$ cat src/rtl/cpu_defs.sv
// Constants and types shared by every pipeline stage of the MIPS core.
// The F/D pipeline register layout lives here so that D/E can reuse fd_reg.
package cpu_defs;

  localparam logic [31:0] RESET_PC  = 32'h0000_3000;
  localparam logic [31:0] EXC_ENTRY = 32'h0000_4180;
  localparam logic [31:0] IM_BASE   = 32'h0000_3000;
  localparam logic [31:0] IM_TOP    = 32'h0000_6FFC;
  localparam logic [31:0] NOP       = 32'h0000_0000;

  localparam logic [4:0] EXC_NONE = 5'd0;
  localparam logic [4:0] EXC_INT  = 5'd0;
  localparam logic [4:0] EXC_ADEL = 5'd4;
  localparam logic [4:0] EXC_ADES = 5'd5;
  localparam logic [4:0] EXC_RI   = 5'd10;
  localparam logic [4:0] EXC_OV   = 5'd12;

  typedef struct packed {
    logic [31:0] instr;
    logic [31:0] pc;
    logic [4:0]  exc;
    logic        bd;
  } fd_t;

  // Fetch address error: misaligned word, or outside the instruction memory window.
  function automatic logic fetch_adel(input logic [31:0] addr,
                                      input logic [31:0] lo,
                                      input logic [31:0] hi);
    return (addr[1:0] != 2'b00) || (addr < lo) || (addr > hi);
  endfunction

endpackage

$ cat src/rtl/fetch_stage_if.sv
// Instruction-memory bus between the fetch stage (master) and the IM (slave).
interface fetch_stage_if;
  logic [31:0] i_inst_addr;
  logic [31:0] i_inst_rdata;

  modport master (output i_inst_addr, input  i_inst_rdata);
  modport slave  (input  i_inst_addr, output i_inst_rdata);
endinterface

$ cat src/rtl/fetch_stage_fd_reg.sv
// F/D pipeline register: reset, enable (low = stall), flush to a bubble.
// On flush the PC tag is either the handler entry or the incoming PC.
module fd_reg
  import cpu_defs::*;
#(
  parameter logic [31:0] RST_PC   = RESET_PC,
  parameter logic [31:0] FLUSH_PC = EXC_ENTRY
) (
  input  logic clk,
  input  logic reset,
  input  logic en,
  input  logic flush,
  input  logic flush_pc_sel,
  input  fd_t  d,
  output fd_t  q
);

  always_ff @(posedge clk) begin
    if (reset) begin
      q <= '{instr: NOP, pc: RST_PC, exc: EXC_NONE, bd: 1'b0};
    end else if (en) begin
      if (flush)
        q <= '{instr: NOP, pc: (flush_pc_sel ? FLUSH_PC : d.pc), exc: EXC_NONE, bd: 1'b0};
      else
        q <= d;
    end
  end

endmodule

$ cat src/rtl/fetch_stage.sv
// F stage: PC register, AdEL detection, and the F/D register with
// reset > req > stall > eret > normal update priority.
module fetch_stage
  import cpu_defs::*;
#(
  parameter logic [31:0] P_RESET_PC  = RESET_PC,
  parameter logic [31:0] P_EXC_ENTRY = EXC_ENTRY,
  parameter logic [31:0] P_IM_BASE   = IM_BASE,
  parameter logic [31:0] P_IM_TOP    = IM_TOP
) (
  input  logic                clk,
  input  logic                reset,
  input  logic [31:0]         nextPC,
  input  logic                stall,
  input  logic                req,
  input  logic                eret_D,
  input  logic                branch_D,
  fetch_stage_if.master       imem,
  output logic [31:0]         PC_F,
  output logic [31:0]         PC_D,
  output logic [31:0]         instr_D,
  output logic [4:0]          ExcCode_D,
  output logic                BD_D
);

  logic adel_F;
  logic advance;
  fd_t  fd_in;
  fd_t  fd_q;

  assign imem.i_inst_addr = PC_F;
  assign adel_F = fetch_adel(PC_F, P_IM_BASE, P_IM_TOP);

  // A faulting fetch still moves into D; the bubble word and ExcCode carry the fault.
  assign fd_in = '{instr: (adel_F ? NOP : imem.i_inst_rdata),
                   pc:    PC_F,
                   exc:   (adel_F ? EXC_ADEL : EXC_NONE),
                   bd:    branch_D};

  // req overrides stall; eret only squashes when the pipe actually moves.
  assign advance = req | ~stall;

  always_ff @(posedge clk) begin
    if (reset)
      PC_F <= P_RESET_PC;
    else if (advance)
      PC_F <= nextPC;
  end

  fd_reg #(
    .RST_PC   (P_RESET_PC),
    .FLUSH_PC (P_EXC_ENTRY)
  ) u_fd_reg (
    .clk          (clk),
    .reset        (reset),
    .en           (advance),
    .flush        (req | eret_D),
    .flush_pc_sel (req),
    .d            (fd_in),
    .q            (fd_q)
  );

  assign PC_D      = fd_q.pc;
  assign instr_D   = fd_q.instr;
  assign ExcCode_D = fd_q.exc;
  assign BD_D      = fd_q.bd;

endmodule

$ cat src/flat_wrapper.sv
// flat-port wrapper written by rule: the top's interface ports become plain ports
module fetch_stage_flat import cpu_defs::*;
#(
  parameter logic [31:0] P_RESET_PC  = RESET_PC,
  parameter logic [31:0] P_EXC_ENTRY = EXC_ENTRY,
  parameter logic [31:0] P_IM_BASE   = IM_BASE,
  parameter logic [31:0] P_IM_TOP    = IM_TOP
)
  (clk, reset, nextPC, stall, req, eret_D, branch_D, PC_F, PC_D, instr_D, ExcCode_D, BD_D, imem_i_inst_addr, imem_i_inst_rdata);
  fetch_stage_if imem_i ();
  input  logic clk;
  input  logic reset;
  input  logic [31:0] nextPC;
  input  logic stall;
  input  logic req;
  input  logic eret_D;
  input  logic branch_D;
  output logic [31:0] PC_F;
  output logic [31:0] PC_D;
  output logic [31:0] instr_D;
  output logic [4:0] ExcCode_D;
  output logic BD_D;
  output wire logic [$bits(imem_i.i_inst_addr)-1:0] imem_i_inst_addr;
  input wire logic [$bits(imem_i.i_inst_rdata)-1:0] imem_i_inst_rdata;
  assign imem_i_inst_addr = imem_i.i_inst_addr;
  assign imem_i.i_inst_rdata = imem_i_inst_rdata;
  fetch_stage #(.P_RESET_PC(P_RESET_PC), .P_EXC_ENTRY(P_EXC_ENTRY), .P_IM_BASE(P_IM_BASE), .P_IM_TOP(P_IM_TOP)) u_core (.clk(clk), .reset(reset), .nextPC(nextPC), .stall(stall), .req(req), .eret_D(eret_D), .branch_D(branch_D), .imem(imem_i), .PC_F(PC_F), .PC_D(PC_D), .instr_D(instr_D), .ExcCode_D(ExcCode_D), .BD_D(BD_D));
endmodule
$ cat config.mk
export PLATFORM = sky130hd
export DESIGN_NAME = fetch_stage_flat
export DESIGN_NICKNAME = d
export VERILOG_FILES = /design/src/rtl/cpu_defs.sv /design/src/rtl/fetch_stage_if.sv /design/src/rtl/fetch_stage_fd_reg.sv /design/src/rtl/fetch_stage.sv /design/src/flat_wrapper.sv
export SDC_FILE = /design/constraint.sdc
export NUM_CORES = 1
export LEC_CHECK = 0
export ABC_AREA = 1
export ABC_CLOCK_PERIOD_IN_PS = 1700
export BUFFER_PORTS_ARGS = -buffer_cell sky130_fd_sc_hd__buf_2
export CORE_MARGIN = 5
export CORE_UTILIZATION = 40
export DETAILED_ROUTE_END_ITERATION = 10
export GPL_ROUTABILITY_DRIVEN = 0
export PLACE_DENSITY = 0.71
export REMOVE_ABC_BUFFERS = 1
export SYNTH_ARGS = -nofsm -noshare
export SYNTH_HDL_FRONTEND = slang
export SYNTH_SLANG_ARGS = --single-unit
$ cat constraint.sdc
create_clock -name clk -period 1.7 [get_ports clk]
set_clock_uncertainty 0.05 [all_clocks]
set_input_delay 0 -clock clk [delete_from_list [all_inputs] [get_ports clk]]
set_output_delay 0 -clock clk [all_outputs]
set_load 0.02 [all_outputs]
==> summary.md, run 1 <==
| Metric | Value |
|---|---|
| Comb pwr share | roughly 17% |
| RSZ-0062 raised after global routing | false |
| Design area | approximately 5700 sq um |
| Synth cell count leaders | dfxtp_1, a21oi_1, nand2_1, inv_1, o21ai_0 |
| Clock Power Share | 32.8% |
| Clk Latency, worst-skew pair | approximately 0.36 ns |
| Reg-to-Reg Start | u_core.PC_F[26] |
| Switch Pwr | 1.342 mW |
| Critical path class | primary input to flop |
| Worst VDD drop | ~0.36 mV |
| Vias | 4191 |
| Crit Path Max Fanout | 23 |
| H-tree depth | 3 |
| Period utilisation layout | 93.51% |
| Final net count | between 800 and 900 |
| Synth warnings | 0 |
| Min cycle time layout | approximately 1.6 ns |
| WHS | 0.3810 ns |
| CTS clk-pin slew, worst paths | 0.08 ns |
| Clock Path Buffers | 2 |
| Clock tree root buffer cell | clkbuf_8 |
| Diode count | 0 |
| Post-synth top area cell | dfxtp_1 |
| Data arrival time of the critical path | 1.82 ns |
| Drt first pass iters | 5 |
| Worst path most repeated cell | dlygate4sd3_1 |
| Slowest-stage cell, CP | dlygate4sd3_1 |
| Finish-stage setup viols | 0 |
| Die Height | between 100 and 150 um |
| # IOs | roughly 200 |
| R2R Setup Slk | ~0.20 ns |
| CP Data Required Time | between 1.5 and 2 ns |
| Cells after synthesis | roughly 530 |
| CP endpoint | u_core.u_fd_reg.q[0] |
| Worst slew pin tran | roughly 0.6 ns |
| Total global-route track usage | a little over 20% |
| P&R area growth vs syn | 42.86% |
| Area share of the largest cell type after synthesis | approximately 49% |
| Post-synth ARST share | 0% |
| Total gr overflow | 0 |
| Power Density | approximately 860 nW/um^2 |
| DR iter-0 viols | 326 |
| Int Power | 3.587 mW |
| Max Cap Violations | 0 |
| First-pass GRT wire length | 19260 um |
| Number of vias per cell | ~4.7 |
| Max Slew Vio Count | 0 |
| Area contributors post-synth | dfxtp_1, a21oi_1, o21ai_0 |
| FF+latch count, synth | between 90 and 100 |
| Cell Area, Synth | between 4000 and 5000 sq um |
| Post-synth EDFFs | 0 |
| Final Util | 58.76% |
| Leak Pwr | 2.847 nW |
| Most used DFF post-synth | dfxtp_1 |
| Ordered cell list for the critical path | dlygate4sd3_1 -> buf_2 -> inv_2 -> buf_6 -> nand3_1 -> dlygate4sd3_1 -> a21oi_1 |
| Worst reg-to-reg path cell count | 8 |
| Largest net degree at the start of global routing | between 40 and 50 |
| Sink Count | between 90 and 100 |
| Fraction of layout cells with a size suffix above 1 | between 30% and 40% |
| Crit. End Element | flop |
| Status | finished clean |
| Standard-cell row count | 36 |
| CTS tree | built |
| Register share of total power | roughly half |
| Starting Density | between 40% and 50% |
| Fmax | ~630 MHz |
| Rel. slew slack | 60.24% |
| Most frequent cell after synthesis | dfxtp_1 |
| Core area | around 10000 sq um |
| Die area | around 12000 sq um |
| Distinct cells, synth | 20 |
| Die W | ~110 um |
| Cell Area, Placed | 4842 sq um |
| Detailed placement HPWL | 8112 um |
| Post-Route WL | between 10000 and 15000 um |
| Number of global-route vias before repair | 4067 |
| Sw Share | a little over a quarter |
| Crit-path max cell delay | 0.56 ns |
| Hold WC Path Type | primary input to flop |
| I/O Buffers | 199 |
| Wire per inst | 14.02 um |
| Critical Path Source | stall |
| Hold Fails Final Rpt | 0 |
| Crit start category | primary input |
| Final-layout fill cell count | 867 |
| Syn avg cell area | 7.599 sq um |
| R2r endpoint | u_core.u_fd_reg.q[41] |
| Total chip power | between 4 and 5 mW |
| Antenna violation net count after detailed routing | 0 |
| Initial antenna violation count | 0 |
| Post-route DRC violation count | 0 |
| Sequential fraction of the synthesis area | between 40% and 50% |
| TritonCTS Buffers | 9 |
## cell families after synthesis
logic type | synth area share [%]
AOI/OAI and AO/OA | 19.55
other | 0.09328
buffers and inverters | 17.43
and+or+nand+nor | 14.13
DFF | 48.80
## cell usage in the layout (no fill, tap or decap), drive strengths merged
cell type	synthesis	layout
a21oi	90	90
buf	55	207
bufinv	0	2
clkbuf	12	11
clkinv	0	1
conb	1	4
dfxtp	98	98
dlygate4sd3	0	69
inv	67	67
nand2	75	75
nand3	4	4
nor2	61	61
nor3	1	1
o21ai	62	62
o21bai	1	1
o311ai	2	2
## flip-flops by register name (all words and copies together), names as in the netlist
| register | count |
|---|---|
| u_core.u_fd_reg.q | 66 |
| u_core.PC_F | 32 |
## critical path, delay by kind of cell
family | cells | cell delay, ns
buffers and inverters | 5 | 1.60
AO/OA/AOI/OAI | 1 | 0.11
AND/OR/NAND/NOR | 1 | 0.09
## worst min-delay path by stage
stage / start / to / slack (ns) / depth (start not counted)
CTS: nextPC[13] / u_core.PC_F[13] / 0.36 / 4
floorplan: reset / u_core.u_fd_reg.q[0] / 0.02 / 1
finish: nextPC[12] / u_core.PC_F[12] / 0.38 / 4
global placement: nextPC[13] / u_core.PC_F[13] / 0.18 / 3
detailed placement: nextPC[12] / u_core.PC_F[12] / 0.19 / 3
global route: nextPC[13] / u_core.PC_F[13] / 0.40 / 4
## timing repair
item,in CTS,in global routing
resized for setup,0,1
hold buffers,69,0
endpoints found under the setup margin,0,1
hold endpoints to repair,73,0
buffers inserted,0,0
## layer usage
layer,global-route usage (%),vias up,wire [um]
met4,6.596,0,181
li1,-,2066,-
met2,35.53,214,6003
met1,23.19,1891,4952
met5,0,-,0
met3,6.174,20,1316
## final cells by class
type                            instances  area [sq um]  area share [%]
Timing Repair Buffer                  276          1788           31.13
Sequential cell                        98          1962           34.16
Tap cell                              133         166.4           2.898
Clock buffer                           11         141.4           2.462
Multi-Input combinational cell        300          1369           23.83
Clock inverter                          3         65.06           1.133
Inverter                               67         251.5           4.379
## power groups by stage
stage                     registers, mW  logic, mW  clock network (mW)
after CTS                          2.46      0.854                1.65
after global routing               2.47      0.938                1.74
after detailed placement           2.51      0.731                   0
final                              2.46      0.857                1.61
after floorplan                    2.69      0.212                   0
after global placement             2.50      0.723                   0
## through the flow
step / setup TNS, ns / instances / setup WS, ns
2_1_floorplan: -0.8522 / 465 / -0.2039
3_3_place_gp: 0 / 805 / 0.2470
3_5_place_dp: 0 / 805 / 0.2165
4_1_cts: 0 / 888 / 0.09227
5_1_grt: 0 / 888 / 0.02146
6_report: 0 / 888 / 0.1104
No activity file was read; power rests on OpenSTA's default activity.
==> run 2: changes to the inputs <==
Settings changed: BUFFER_PORTS_ARGS -buffer_cell sky130_fd_sc_hd__buf_2 to -buffer_cell sky130_fd_sc_hd__clkbuf_2.
==> run 2 against run 1 <==
Effect of this change: combinational power fell by 2%; hold slack got worse by 0.33 ns; fmax rose by 0.65%; utilization fell by 0.36 points; sequential share of layout area rose by 0.21 points; sequential cell count did not move; cell area fell by 0.61%; die area did not move; clock-buffer cell count did not move; global-route usage fell by 1.3 points; sequential power barely moved; non-clock buffer count fell by 1; largest power group unchanged.
==> summary.md, run 2 (synthesis gave the netlist of run 1 again) <==
| Metric | Value |
|---|---|
| Core area | 9774 sq um (unchanged) |
| Most frequent cells in the layout | clkbuf_2, dfxtp_1, a21oi_1 |
| DR iter-0 viols | 260 (-20%) |
| H-tree depth | 3 (unchanged) |
| Number of vias per cell | 4.610 (-2.3%) |
| CTS clk-pin slew, worst paths | 0.10 ns (+0.02 ns) |
| Die Height | 110.3 um (unchanged) |
| Critical path class | primary input to flop |
| Clock tree root buffer cell | clkbuf_8 |
| Post-route DRC violation count | 0 (unchanged) |
| Sink Count | 98 (unchanged) |
| Cell Area, Placed | 4830 sq um (-0.26%) |
| WHS | 0.05309 ns (-0.3279 ns) |
| Period utilisation layout | 92.90% (-0.61 points) |
| Worst slew pin tran | 0.5995 ns (+0.005161 ns) |
| Fraction of layout cells with a size suffix above 1 | 30.20% (+0.13 points) |
| TritonCTS Buffers | 9 (unchanged) |
| Total chip power | 4.797 mW (-2.7%) |
| Crit Path Max Fanout | 23 (unchanged) |
| Final Util | 58.40% (-0.36 points) |
| Leak Pwr | 2.767 nW (-2.8%) |
| Reg with most FFs | u_core.u_fd_reg.q |
| Post-Route WL | 11750 um (-5.6%) |
| Largest register FFs | 66 (unchanged) |
| RSZ-0062 raised after global routing | false |
| Detailed placement HPWL | 7973 um (-1.7%) |
| Drt first pass iters | 5 (unchanged) |
| Total gr overflow | 0 (unchanged) |
| First-pass GRT wire length | 18130 um (-5.9%) |
| Number of global-route vias before repair | 3872 (-4.8%) |
| Design area | 5708 sq um (-0.61%) |
| Hold Fails Final Rpt | 0 (unchanged) |
| Total global-route track usage | 18.89% (-1.3 points) |
| CP Data Required Time | 1.94 ns (about the same) |
| Pre-CTS setup slack | 0.1900 ns (-0.02649 ns) |
| Rel. slew slack | 59.94% (-0.30 points) |
| Final worst slack | 0.1207 ns (+0.01030 ns) |
| Cell Count, Final, Fillers Out | 888 (unchanged) |
| Die area | 12160 sq um (unchanged) |
| Die W | 110.3 um (unchanged) |
| P&R area growth vs syn | 41.99% |
| Data arrival time of the critical path | 1.82 ns (about the same) |
| Crit. End Element | flop |
| Top flop regs | u_core.u_fd_reg.q: 66 flops, u_core.PC_F: 32 flops |
| Final-layout fill cell count | 877 (+1.2%) |
| Most common cell after layout, fill and taps aside | clkbuf_2 |
| Sum Neg Setup Slack | 0 ns (unchanged) |
| Power Density | 840.4 nW/um^2 (-2.1%) |
| Fmax | 633.2 MHz (+0.65%) |
| Diode count | 0 (unchanged) |
| Largest net degree at the start of global routing | 57 (+27%) |
| Max Cap Violations | 0 (unchanged) |
| I/O Buffers | 199 (unchanged) |
| Placed Cells | 805 (unchanged) |
| Max Slew Vio Count | 0 (unchanged) |
| Crit start category | primary input |
| Clock Path Buffers | 2 (unchanged) |
| Initial antenna violation count | 0 (unchanged) |
| Worst VDD drop | 0.3486 mV (-1.9%) |
| Status | finished clean |
| Setup repair bufs after CTS | 0 (unchanged) |
| Antenna violation net count after detailed routing | 0 (unchanged) |
| # IOs | 204 (unchanged) |
| Hold WC Path Type | primary input to flop |
| Standard-cell row count | 36 (unchanged) |
| Vias | 4094 (-2.3%) |
| Finish-stage setup viols | 0 (unchanged) |
| CTS tree | built |
| Wire per inst | 13.23 um (-5.6%) |
| Min cycle time layout | 1.579 ns (-0.01030 ns) |
| Clk Latency, worst-skew pair | 0.35 ns (about the same) |
| Final net count | 821 (-0.12%) |
| Starting Density | 41.13% (unchanged) |
## run 2: report_power, final
group / leakage, nW / switching (mW) / internal [mW] / total [mW]
sequential: 0.803 / 0.0749 / 2.39 / 2.46
clock: 0.0877 / 0.778 / 0.714 / 1.49
combinational: 1.88 / 0.504 / 0.339 / 0.843
total: 2.77 / 1.36 / 3.44 / 4.80
## run 2: worst paths after layout
| path | start | endpoint | slack (ns) | cells past startpoint |
|---|---|---|---|---|
| min reg2reg | u_core.u_fd_reg.q[59] | u_core.u_fd_reg.q[59] | 0.42 | 2 |
| min | reset | u_core.u_fd_reg.q[7] | 0.05 | 4 |
| max | stall | u_core.u_fd_reg.q[0] | 0.12 | 7 |
| max reg2reg | u_core.PC_F[22] | u_core.u_fd_reg.q[45] | 0.18 | 8 |
## run 2: cell type report
cell class	count	area (sq um)	share of cell area (%)
tap	133	166.4	2.915
clock buffer	11	141.4	2.477
sequential	98	1962	34.37
multi-input combinational	300	1369	23.98
inverter	67	251.5	4.406
timing repair buffer	275	1765	30.93
clock inverter	4	52.55	0.9206
## run 2: what timing repair did
item                                   in CTS  in global routing
setup endpoints to repair                   0                  1
resized for setup                           0                  1
endpoints found under the hold margin      71                  0
hold buffers                               68                  0
## run 2: metal layers
metal	wire [um]	vias to the layer above	global-route usage, %
met1	4754	1838	22.13
met5	0	-	0
met3	1125	12	5.591
met4	149	0	6.420
li1	-	2066	-
met2	5721	178	32.89
## run 2: worst max-delay path, stage by stage
cell           delay, ns
dlygate4sd3_1       0.54
clkbuf_2            0.16
inv_2               0.14
buf_6               0.21
nand3_1             0.09
dlygate4sd3_1       0.56
a21oi_1             0.12
